## config.mk

```make
export PLATFORM = sky130hd
export DESIGN_NAME = sprite_mover
export DESIGN_NICKNAME = d
export VERILOG_FILES = /design/src/rtl/sprite_mover.sv
export SDC_FILE = /design/constraint.sdc
export NUM_CORES = 1
export LEC_CHECK = 0
export CAP_MARGIN = 20
export CORE_ASPECT_RATIO = 1.2
export CORE_MARGIN = 1
export CORE_UTILIZATION = 45
export DETAILED_ROUTE_END_ITERATION = 12
export GPL_TIMING_DRIVEN = 1
export PLACE_DENSITY = 0.76
export SLEW_MARGIN = 40
export SYNTH_ARGS = -nofsm -noshare
export SYNTH_HDL_FRONTEND = slang
export SYNTH_SLANG_ARGS = --single-unit
```

## constraint.sdc

```tcl
create_clock -name CLK -period 2.8 [get_ports CLK]
set_input_delay 0.56 -clock CLK [delete_from_list [all_inputs] [get_ports CLK]]
set_output_delay 0.56 -clock CLK [all_outputs]
set_load 0.03 [all_outputs]
```

## src/rtl/sprite_mover.sv

```systemverilog
// Bouncing-box sprite: per-frame motion controller with edge clamping and a
// one-pixel-latency renderer that paints the box over a flat background.
module sprite_mover #(
  parameter int unsigned H_DISPLAY = 640,
  parameter int unsigned V_DISPLAY = 480,
  parameter int unsigned BOX_W     = 32,
  parameter int unsigned BOX_H     = 32,
  parameter logic [11:0] FG_RGB    = 12'hF00,
  parameter logic [11:0] BG_RGB    = 12'hFFF
) (
  input  logic       CLK,
  input  logic       RST,
  input  logic       PIX_EN,
  input  logic       FRAME_START,
  input  logic       DE,
  input  logic [9:0] X,
  input  logic [9:0] Y,
  input  logic [2:0] SPEED,
  input  logic       PAUSE,
  output logic [3:0] VGA_R,
  output logic [3:0] VGA_G,
  output logic [3:0] VGA_B,
  output logic       DE_OUT,
  output logic [9:0] BOX_X,
  output logic [9:0] BOX_Y,
  output logic       HIT
);

  localparam int unsigned CW      = 11;
  localparam logic [CW-1:0] X_MAX = CW'(H_DISPLAY - BOX_W);
  localparam logic [CW-1:0] Y_MAX = CW'(V_DISPLAY - BOX_H);
  localparam logic [CW-1:0] BW    = CW'(BOX_W);
  localparam logic [CW-1:0] BH    = CW'(BOX_H);

  typedef enum logic [1:0] {
    S_IDLE   = 2'd0,
    S_RUN    = 2'd1,
    S_PAUSED = 2'd2
  } state_t;

  state_t        r_state;
  logic [9:0]    r_box_x;
  logic [9:0]    r_box_y;
  logic          r_dir_x;   // 0 = moving positive, 1 = moving negative
  logic          r_dir_y;
  logic          r_hit;
  logic [11:0]   r_rgb;
  logic          r_de_out;

  logic          w_strobe;
  logic          w_move;
  logic [CW-1:0] w_step;
  logic [CW-1:0] w_x_res;
  logic [CW-1:0] w_y_res;
  logic          w_inside;

  // One axis step: returns {bounce, new_position}; 11-bit math never wraps.
  function automatic logic [CW-1:0] axis_step(input logic [9:0]    pos,
                                               input logic          dir,
                                               input logic [CW-1:0] step,
                                               input logic [CW-1:0] lim);
    logic [CW-1:0] sum;
    logic [CW-1:0] res;
    sum = {1'b0, pos} + step;
    res = {1'b0, pos};
    if (!dir) begin
      if (sum >= lim) res = {1'b1, lim[9:0]};
      else            res = {1'b0, sum[9:0]};
    end else if ({1'b0, pos} <= step) begin
      res = {1'b1, 10'd0};
    end else begin
      res = {1'b0, pos - step[9:0]};
    end
    return res;
  endfunction

  always_comb begin
    w_strobe = FRAME_START & PIX_EN;
    w_step   = {8'd0, SPEED};
    // SPEED=0 is a true no-op so a parked box never bounces in place
    w_move   = w_strobe & ~PAUSE & (SPEED != 3'd0) &
               ((r_state == S_RUN) | (r_state == S_PAUSED));
    w_x_res  = axis_step(r_box_x, r_dir_x, w_step, X_MAX);
    w_y_res  = axis_step(r_box_y, r_dir_y, w_step, Y_MAX);
    w_inside = ({1'b0, X} >= {1'b0, r_box_x}) &&
               ({1'b0, X} <  ({1'b0, r_box_x} + BW)) &&
               ({1'b0, Y} >= {1'b0, r_box_y}) &&
               ({1'b0, Y} <  ({1'b0, r_box_y} + BH));
  end

  // Motion FSM: state, position and direction only change on frame strobes.
  always_ff @(posedge CLK) begin
    if (RST) begin
      r_state <= S_IDLE;
      r_box_x <= 10'd0;
      r_box_y <= 10'd0;
      r_dir_x <= 1'b0;
      r_dir_y <= 1'b0;
      r_hit   <= 1'b0;
    end else begin
      r_hit <= 1'b0;
      if (w_strobe) begin
        case (r_state)
          S_IDLE:   r_state <= S_RUN;
          S_RUN:    if (PAUSE)  r_state <= S_PAUSED;
          S_PAUSED: if (!PAUSE) r_state <= S_RUN;
          default:  r_state <= S_IDLE;
        endcase
      end
      if (w_move) begin
        r_box_x <= w_x_res[9:0];
        r_box_y <= w_y_res[9:0];
        r_dir_x <= r_dir_x ^ w_x_res[10];
        r_dir_y <= r_dir_y ^ w_y_res[10];
        r_hit   <= w_x_res[10] | w_y_res[10];
      end
    end
  end

  // Renderer: one register stage, advanced on the pixel enable only.
  always_ff @(posedge CLK) begin
    if (RST) begin
      r_rgb    <= 12'h000;
      r_de_out <= 1'b0;
    end else if (PIX_EN) begin
      r_de_out <= DE;
      if (!DE)          r_rgb <= 12'h000;
      else if (w_inside) r_rgb <= FG_RGB;
      else              r_rgb <= BG_RGB;
    end
  end

  assign VGA_R  = r_rgb[11:8];
  assign VGA_G  = r_rgb[7:4];
  assign VGA_B  = r_rgb[3:0];
  assign DE_OUT = r_de_out;
  assign BOX_X  = r_box_x;
  assign BOX_Y  = r_box_y;
  assign HIT    = r_hit;

endmodule

```

# After elaboration in Yosys (flattened, before gate mapping)
# Index checks and enable logic that the tools add are counted.
# W data, S select, Z words.
[totals]
out_inout_bits = 34
regBits = 38
input_bits = 29
elab_cells = 54
[op_classes]
n_mux = 11
n_bitwise = 10
n_eq_ne = 4
reduce_logical = 7
magnitude_cmp = 8
add_sub_neg = 6
[op_table]
columns = ["cell", "n"]
rows = [
  ["$mux W11", 6],
  ["$add A10 B3 Y11", 2],
  ["$add A10 B6 Y11 const B", 2],
  ["$lt A10 B11 Y1", 2],
  ["$ge A10 B10 Y1", 2],
  ["$le A10 B3 Y1", 2],
  ["$sub A10 B3 Y10", 2],
  ["$mux W12", 1],
  ["$ge A11 B10 Y1 const B", 1],
  ["$ge A11 B9 Y1 const B", 1],
  ["$mux W8", 1],
  ["$pmux W2 S3", 1],
  ["$and A1 B1 Y1", 4],
  ["$mux W2", 2],
  ["$ne A2 B2 Y1 const B", 2],
  ["$logic_and A1 B1 Y1", 3],
  ["$reduce_and A3 Y1", 1],
  ["$reduce_bool A3 Y1", 1],
  ["$eq A2 B1 Y1 const B", 1],
  ["$eq A2 B2 Y1 const B", 1],
  ["$logic_not A2 Y1", 1],
  ["$not A1 Y1", 2],
  ["$or A1 B1 Y1", 2],
  ["$reduce_or A2 Y1", 1],
  ["$xor A1 B1 Y1", 2],
]

# Logic depth before layout (Yosys ltp)
# Gate-level depths: netlist of the first run.
[logic_depth]
ltp_word = 7
depth_mapped = 12

# Worst setup path after synthesis of the first run
# Ideal clock, no wire load.
[synth_timing]
path_type = "reg2reg"
startpoint = "register r_box_y[0], in the netlist BOX_Y[0]"
endpoint = "register r_box_y[2], in the netlist BOX_Y[2]"
arrival_ns = 2.523
stages_incl_launch_ff = 10
path_slack_ns = 0.182
n_path_buf = 0
required_ns = 2.705
period_less_slack_ns = 2.618
setup_time_ns = 0.095
path_cell_list = "dfxtp_1 -> ha_1 -> inv_1 -> fa_1 -> o21bai_2 -> nor3b_1 -> mux2i_1 -> a221oi_2 -> nand3_1 -> a221oi_1"
[synth_between]
elab_chain_len = 4
elab_cells_between_ends = 7
classes_between = "add/sub (2); order compare (2); mux (3)"
[synth_rtl]
columns = ["element", "line", "source"]
rows = [
  ["start, declared", "43", "logic [9:0] r_box_y;"],
  ["start signal, assigned", "112", "r_box_y <= w_y_res[9:0];"],
  ["$add A10 B3 Y11", "64", "sum = {1'b0, pos} + step;"],
  ["$ge A11 B9 Y1", "67", "if (sum >= lim) res = {1'b1, lim[9:0]};"],
  ["$mux W11", "67", ""],
  ["$mux W11 *", "66", "if (!dir) begin"],
]
# Every way passes the cells marked *; elsewhere a longest branch is shown, timed or not.
# A chain may end at the register's enable or synchronous reset.

# Final worst setup path of the first run
[layout_timing]
startpoint = "input SPEED[2]"
endpoint = "register r_box_x[3], in the netlist BOX_X[3]"
[layout_between]
elab_chain_len = 4
elab_cells_between_ends = 10
classes_between = "add/sub (2); order compare (2); mux (3); bitwise (2); reduce/logical (1)"
[layout_rtl]
columns = ["element", "line", "source"]
rows = [
  ["start, declared", "18", "input logic [2:0] SPEED,"],
  ["$add A10 B3 Y11", "64", ""],
  ["$ge A11 B10 Y1", "67", ""],
  ["$mux W11", "67", ""],
  ["$mux W11", "66", ""],
  ["end signal, assigned", "111", "r_box_x <= w_x_res[9:0];"],
  ["end, declared", "42", "logic [9:0] r_box_x;"],
]
# Parallel ways exist; a longest one is shown, timed or not.

==> results of run 1 <==
final timing paths:
kind / to / cells after the start / start
max: BOX_X[3] / 13 / SPEED[2]
min: r_rgb[10] / 2 / r_rgb[10]
max reg2reg: BOX_Y[6] / 13 / BOX_Y[0]
min reg2reg: r_rgb[10] / 2 / r_rgb[10]
cell type report:
type,instances,share of cell area (%)
clock inverters,1,0.152
well taps,90,2.27
flip-flops and latches,27,10.9
clock buffers,3,0.834
inverters,33,2.50
multi-input cells,335,56.5
repair buffers,152,26.8
synth_stat cells, types with 4 or more instances:
| cell | n | area share, % |
|---|---|---|
| sky130_fd_sc_hd__buf_6 | 5 | 1.7 |
| sky130_fd_sc_hd__nor2b_1 | 8 | 1.5 |
| sky130_fd_sc_hd__nor2_1 | 29 | 3.2 |
| sky130_fd_sc_hd__buf_2 | 4 | 0.59 |
| sky130_fd_sc_hd__o21ai_0 | 18 | 2.7 |
| sky130_fd_sc_hd__fa_1 | 4 | 2.4 |
| sky130_fd_sc_hd__a21o_1 | 4 | 0.88 |
| sky130_fd_sc_hd__clkbuf_1 | 8 | 0.88 |
| sky130_fd_sc_hd__o211ai_1 | 10 | 2.2 |
| sky130_fd_sc_hd__a221oi_1 | 6 | 1.5 |
| sky130_fd_sc_hd__nand3_1 | 14 | 2.1 |
| sky130_fd_sc_hd__a2111oi_0 | 6 | 1.5 |
| sky130_fd_sc_hd__a31oi_1 | 5 | 0.92 |
| sky130_fd_sc_hd__inv_1 | 33 | 3.6 |
| sky130_fd_sc_hd__and2_1 | 5 | 0.92 |
| sky130_fd_sc_hd__buf_4 | 12 | 2.7 |
| sky130_fd_sc_hd__nor3_1 | 10 | 1.5 |
| sky130_fd_sc_hd__nand2_1 | 26 | 2.9 |
| sky130_fd_sc_hd__nand2b_1 | 7 | 1.3 |
| sky130_fd_sc_hd__dfxtp_1 | 27 | 16 |
| sky130_fd_sc_hd__a211oi_1 | 13 | 2.9 |
| sky130_fd_sc_hd__a21oi_1 | 33 | 4.9 |
| sky130_fd_sc_hd__ha_1 | 50 | 18 |
| sky130_fd_sc_hd__o21a_1 | 5 | 1.1 |
| sky130_fd_sc_hd__xnor2_1 | 10 | 2.6 |
per-stage QoR:
step	total power, mW	util (%)
2_1_floorplan	0.596	-
3_3_place_gp	0.731	61.8
3_5_place_dp	0.741	61.8
4_1_cts	0.994	65.0
5_1_grt	1.06	68.1
6_report	1.02	68.1
flip-flops by register name, indices dropped and copies added (netlist names):
name     flops
r_dir_x      1
HIT          1
BOX_X       10
r_rgb        2
BOX_Y       10
r_dir_y      1
r_state      2
critical path, cell delays in order:
cell,delay [ps]
sky130_fd_sc_hd__dlymetal6s2s_1,150
sky130_fd_sc_hd__buf_4,150
sky130_fd_sc_hd__ha_1,200
sky130_fd_sc_hd__buf_4,140
sky130_fd_sc_hd__or2b_1,240
sky130_fd_sc_hd__buf_4,150
sky130_fd_sc_hd__o211ai_4,110
sky130_fd_sc_hd__nor2_2,80
sky130_fd_sc_hd__xnor2_2,130
sky130_fd_sc_hd__buf_4,160
sky130_fd_sc_hd__a21o_1,190
sky130_fd_sc_hd__or4b_1,480
sky130_fd_sc_hd__o31ai_1,80
logic make-up after synthesis:
| group | count (synthesis) | synth area share (%) |
|---|---|---|
| AO/OA/AOI/OAI | 138 | 29.1 |
| XOR/XNOR | 13 | 3.79 |
| adder cells (fa/ha/maj) | 54 | 20.8 |
| buffers and inverters | 64 | 9.69 |
| flip-flops | 27 | 15.9 |
| multiplexers | 5 | 1.55 |
| AND/OR/NAND/NOR | 125 | 19.2 |
power breakdown:
| part | total [mW] | internal [mW] | switching, mW | leakage [nW] |
|---|---|---|---|---|
| registers | 0.403 | 0.391 | 0.0124 | 0.218 |
| clock network | 0.253 | 0.102 | 0.151 | 0.0217 |
| logic | 0.365 | 0.181 | 0.184 | 1.74 |
layer usage:
metal | vias up | share of wire (%) | GRT usage (%)
met5 | - | 0 | 0
met4 | 0 | 4.8 | 14.3
met3 | 41 | 4.9 | 2.25
met2 | 163 | 52 | 52.6
met1 | 1848 | 39 | 33.3
li1 | 1835 | - | -
repair_timing:
| action | 4_1_cts | 5_1_grt |
|---|---|---|
| gates cloned | 0 | 0 |
| buffers inserted | 8 | 8 |
| endpoints found under the setup margin | 20 | 23 |
| resized for setup | 30 | 31 |
| pin swaps | 11 | 14 |
| hold buffers | 0 | 0 |
==> summary.log, run 1 <==
qor: run_status.run_status complete, no violations
qor: cells_and_area.drive_above_1_share 28.1%
qor: yosys.post_synth.cell_area_avg 7.97 µm²
qor: worst_hold_path.worstHoldPathType register to register
qor: routing.ant_nets 0
qor: yosys.synthCells 426
qor: sta.timing.final.ws_setup 173 ps
qor: routing.drtIter0Drc 224
qor: yosys.post_synth_edffs 0
qor: sta.max_freq 0.381 GHz
qor: cells_and_area.filler_cell_count 582
qor: clocking.cts_inserted_buffers 3
qor: power_and_ir_drop.irDropWorstVdd 0.185 mV
qor: setup_path.reg2reg_slack 250 ps
qor: power_and_ir_drop.power.static_leakage 1.98 nW
qor: yosys.post_synthesis_net_count 509
qor: die.starting_density 46.7%
qor: cells_and_area.synthToLayoutAreaGrowth 45.8%
qor: yosys.seq_area_frac_synth 15.9%
qor: routing.wirelength 11700 µm
qor: sta.rsz0062_at_grt no
qor: die.die-height 97.2 µm
qor: cells_and_area.diodes_inserted 0
qor: placed_design.preCtsSetupSlack -486 ps
qor: placed_design.placement.cell_area 4490 µm²
qor: die.design.core.area 7270 µm²
qor: flow_run.cap_violations 0
qor: routing.route.detailed.vias_per_inst 6.06
qor: routing.drt_pre_antenna_iters 5
qor: grt.grt_start_max_net_pins 20
qor: sta.worst_clock_skew 0.855 ps
qor: yosys.ys_ff_latch 27
qor: die.fp.dieW 81.3 µm
qor: setup_path.timing.critical_path.to_type register
qor: yosys.synth.distinct_cells 71
qor: cells_and_area.layout.cell_area.non_filler 4950 µm²
qor: yosys.postSynth.asyncResetShare 0%
qor: sta.timing.slew.headroom 58.0%
qor: sta.setup-violations-final 0
qor: yosys.post_synth_instance_area 3400 µm²
qor: clocking.cts_sinks 27
qor: clocking.tritoncts_clock_tree yes
qor: sta.hold_viol_final 0
qor: grt.grt_antenna_before_repair 0
qor: routing.detail_route.drc_violations 0
qor: clocking.path_clk_slew 110 ps
qor: cells_and_area.final-instance-count-excl-fill 641
qor: placed_design.place_congestion 0.930
qor: die.placementRows 34
qor: yosys.synthesis.yosys.warnings 0
qor: power_and_ir_drop.p_per_area 206 nW/µm²
qor: cells_and_area.multiInputGateArea 2800 µm²
qor: clocking.clock_tree.htree_level_count 1
qor: yosys.ys_dominant_reg_cell sky130_fd_sc_hd__dfxtp_1
qor: placed_design.placement.io_buffers 62
qor: grt.groute.usage.overall 29.2%
qor: routing.wl_per_cell 18.3 µm
qor: sta.setup_tns 0 ps
qor: cells_and_area.num-nets-final 635
qor: clocking.worst_skew_pair.late_latency 290 ps
qor: cells_and_area.final_common_cell sky130_fd_sc_hd__buf_4
qor: setup_path.startpoint_to_endpoint_class_of_the_critical_path input pin to register
qor: routing.routed-via-count 3887
qor: sta.timing.final.crit_share 93.8%
qor: setup_path.critPathArrivalTime 2840 ps
qor: placed_design.detailedPlacementHpwl 8670 µm
qor: placed_design.dp.cells 622
qor: die.io_pins 63
qor: sta.timing.final.crit_period 2630 ps
qor: die.die_area 7900 µm²
qor: grt.grt_pass1_vias 3784
qor: setup_path.worstSetupStartpointType input pin
qor: cells_and_area.mostFrequentLayoutCells sky130_fd_sc_hd__buf_4 (86), sky130_fd_sc_hd__clkdlybuf4s50_1 (59), sky130_fd_sc_hd__ha_1 (45)
qor: setup_path.critPathMaxFanout 5
qor: grt.grt_remaining_overflow 0
qor: cells_and_area.area.sequential 541 µm²
qor: clocking.ctsRootBufferMaster sky130_fd_sc_hd__clkbuf_8
qor: grt.wire_length_of_the_first_global_routing_pass 18000 µm
qor: clocking.clockBufferDepth 2
qor: setup_path.cp_data_required_time 3010 ps
qor: sta.tightestPinTransition 614 ps
qor: sta.maxSlewViolCount 0
qor: sta.worst_hold_slack 545 ps
No activity file was read; power rests on OpenSTA's default activity.
==> inputs of run 2 (changes only) <==
- CTS_BUF_LIST: unset -> sky130_fd_sc_hd__clkbuf_16
- SKIP_LAST_GASP: unset -> 1
==> run 2 against run 1 <==
Net effect: clock skew increased by 4.1 ps; fmax decreased by 2.1%; combinational power decreased by 2%; critical endpoint is now BOX_Y[2]; utilization decreased by 1.0 points; via count decreased by 0.90%; die area unchanged; clock-buffer cell count unchanged.
==> summary.log, run 2 (same netlist as run 1, synthesis figures left out) <==
qor: run_status.run_status complete, no violations [unchanged]
qor: setup_path.critical-path-top-delay-family compound AO/OA/AOI/OAI gates [was simple AND/OR/NAND/NOR gates]
qor: clocking.tritoncts_clock_tree yes [unchanged]
qor: routing.route.detailed.vias_per_inst 6.05 [was 6.06]
qor: grt.grt_pass1_vias 3886 [was 3784]
qor: power_and_ir_drop.power.static_leakage 1.95 nW [was 1.98 nW]
qor: die.die_area 7900 µm² [unchanged]
qor: placed_design.dp.cells 622 [unchanged]
qor: setup_path.timing.critical_path.to_type register [unchanged]
qor: sta.timing.final.ws_setup 118 ps [was 173 ps]
qor: setup_path.worstSetupPathDepth 10 [was 13]
qor: clocking.clock_tree.htree_level_count 1 [unchanged]
qor: placed_design.place_congestion 0.930 [unchanged]
qor: die.starting_density 46.7% [unchanged]
qor: sta.setup_tns 0 ps [unchanged]
qor: setup_path.worstSetupStartpointType input pin [unchanged]
qor: sta.timing.slew.headroom 58.7% [was 58.0%]
qor: cells_and_area.synthToLayoutAreaGrowth 43.6% [was 45.8%]
qor: placed_design.placement.cell_area 4490 µm² [unchanged]
qor: grt.grt_antenna_before_repair 0 [unchanged]
qor: placed_design.detailedPlacementHpwl 8670 µm [unchanged]
qor: sta.setup-violations-final 0 [unchanged]
qor: flow_run.cap_violations 0 [unchanged]
qor: die.design.core.area 7270 µm² [unchanged]
qor: power_and_ir_drop.p_per_area 226 nW/µm² [was 206 nW/µm²]
qor: sta.worst_clock_skew 4.92 ps [was 0.855 ps]
qor: clocking.postCtsHoldBufs 0 [unchanged]
qor: grt.wire_length_of_the_first_global_routing_pass 18200 µm [was 18000 µm]
qor: setup_path.critPathArrivalTime 2860 ps [was 2840 ps]
qor: clocking.cts_sinks 27 [unchanged]
qor: setup_path.startpoint_to_endpoint_class_of_the_critical_path input pin to register [unchanged]
qor: sta.timing.final.crit_share 95.8% [was 93.8%]
qor: clocking.cts_inserted_buffers 3 [unchanged]
qor: sta.hold_viol_final 0 [unchanged]
qor: power_and_ir_drop.irDropWorstVdd 0.247 mV [was 0.185 mV]
qor: routing.drt_pre_antenna_iters 5 [unchanged]
qor: die.io_pins 63 [unchanged]
qor: sta.maxSlewViolCount 0 [unchanged]
qor: worst_hold_path.worstHoldPathType register to register [unchanged]
qor: cells_and_area.final-instance-count-excl-fill 637 [was 641]
qor: cells_and_area.drive_above_1_share 25.4% [was 28.1%]
qor: sta.rsz0062_at_grt no [unchanged]
qor: die.fp.dieW 81.3 µm [unchanged]
qor: die.die-height 97.2 µm [unchanged]
qor: setup_path.cp.buffers_inverters 3 [was 5]
qor: routing.detail_route.drc_violations 0 [unchanged]
qor: routing.routed-via-count 3852 [was 3887]
qor: setup_path.critPathMaxFanout 7 [was 5]
qor: setup_path.rr_worst_depth 11 [was 13]
qor: cells_and_area.final_common_cell sky130_fd_sc_hd__buf_4 [unchanged]
qor: setup_path.critical_path.cell_chain dlygate4sd2_1 -> inv_1 -> ha_2 -> nor2b_2 -> a211oi_4 -> o2111ai_2 -> a221oi_4 -> buf_12 -> nand3_2 -> a221oi_2 [was dlymetal6s2s_1 -> buf_4 -> ha_1 -> buf_4 -> or2b_1 -> buf_4 -> o211ai_4 -> nor2_2 -> xnor2_2 -> buf_4 -> a21o_1 -> or4b_1 -> o31ai_1]
qor: die.placementRows 34 [unchanged]
qor: setup_path.cp_data_required_time 2980 ps [was 3010 ps]
qor: cells_and_area.mostFrequentLayoutCells sky130_fd_sc_hd__buf_4 (85), sky130_fd_sc_hd__clkdlybuf4s50_1 (59), sky130_fd_sc_hd__ha_1 (45) [was sky130_fd_sc_hd__buf_4 (86), sky130_fd_sc_hd__clkdlybuf4s50_1 (59), sky130_fd_sc_hd__ha_1 (45)]
qor: setup_path.critPathSlowestCell sky130_fd_sc_hd__ha_2 [was sky130_fd_sc_hd__or4b_1]
qor: clocking.worst_skew_pair.late_latency 270 ps [was 290 ps]
qor: setup_path.crit_path_max_incr_delay 360 ps [was 480 ps]
qor: clocking.ctsRootBufferMaster sky130_fd_sc_hd__clkbuf_16 [was sky130_fd_sc_hd__clkbuf_8]
qor: placed_design.placement.io_buffers 62 [unchanged]
qor: worst_hold_path.whs_path_depth 2 [unchanged]
qor: routing.wirelength 11200 µm [was 11700 µm]
qor: cells_and_area.filler_cell_count 602 [was 582]
qor: clocking.path_clk_slew 80 ps [was 110 ps]
qor: sta.timing.final.crit_period 2680 ps [was 2630 ps]
qor: routing.drtIter0Drc 253 [was 224]
qor: sta.tightestPinTransition 604 ps [was 614 ps]
qor: routing.ant_nets 0 [unchanged]
qor: routing.wl_per_cell 17.6 µm [was 18.3 µm]
qor: grt.groute.usage.overall 29.3% [was 29.2%]
qor: cells_and_area.diodes_inserted 0 [unchanged]
qor: placed_design.preCtsSetupSlack -486 ps [unchanged]
qor: sta.max_freq 0.373 GHz [was 0.381 GHz]
qor: grt.grt_remaining_overflow 0 [unchanged]
qor: grt.grt_start_max_net_pins 20 [unchanged]
qor: clocking.clockBufferDepth 2 [unchanged]
qor: cells_and_area.layout.cell_area.non_filler 4880 µm² [was 4950 µm²]
qor: cells_and_area.num-nets-final 631 [was 635]
## run 2: cell count changes in the layout (fill, tap and decap cells not counted), sizes merged
cell           previous run  this run
buf                      90        86
clkdlybuf4s15             0         1
dlygate4sd2               0         2
dlymetal6s2s              3         0
## run 2: final cells by class
| class | instances | area, µm² | share of cell area (%) |
|---|---|---|---|
| well taps | 90 | 113 | 2.31 |
| clock buffers | 3 | 75.1 | 1.54 |
| multi-input cells | 335 | 2740 | 56.2 |
| flip-flops and latches | 27 | 541 | 11.1 |
| repair buffers | 148 | 1280 | 26.2 |
| clock inverters | 1 | 7.51 | 0.154 |
| inverters | 33 | 124 | 2.54 |
## run 2: path summary, 6_finish.rpt
check                 start  slack (ps)   endpoint
setup / recovery   SPEED[2]         120   BOX_Y[2]
setup reg to reg   BOX_X[5]         280   r_rgb[7]
hold reg to reg   r_rgb[10]         540  r_rgb[10]
hold / removal    r_rgb[10]         540  r_rgb[10]
## run 2: worst reg2reg max path: cells and delay by family (launching register included)
family / cells / cell delay [ps]
flip-flops: 1 / 460
AO/OA/AOI/OAI: 6 / 880
XOR/XNOR: 1 / 220
adder cells (fa/ha/maj): 2 / 490
AND/OR/NAND/NOR: 2 / 370
## run 2: per-layer routing
layer | wire length (µm) | part of all wire (%) | vias up | GRT usage (%)
li1 | - | - | 1814 | -
met1 | 4310 | 38 | 1835 | 33.2
met2 | 5820 | 52 | 167 | 52.4
met3 | 590 | 5.3 | 36 | 2.72
met4 | 505 | 4.5 | 0 | 15.2
met5 | 0 | 0 | - | 0
## run 2: timing repair
item	CTS	global route
setup buffers	9	3
setup endpoints to repair	21	14
gates resized for setup	38	5
pin swaps	11	5
cloned	0	0
## run 2: where the power goes
part / switching, mW / total, mW / internal (mW) / leakage (nW)
registers: 0.0120 / 0.403 / 0.391 / 0.218
clock network: 0.150 / 0.345 / 0.195 / 0.0371
logic: 0.179 / 0.356 / 0.178 / 1.69
## run 2: through the flow
step / total power [mW] / utilization (%) / hold WS, ps
2_1_floorplan: 0.596 / - / 514
3_3_place_gp: 0.731 / 61.8 / 515
3_5_place_dp: 0.741 / 61.8 / 529
4_1_cts: 1.10 / 66.4 / 539
5_1_grt: 1.15 / 67.0 / 586
6_report: 1.10 / 67.0 / 539
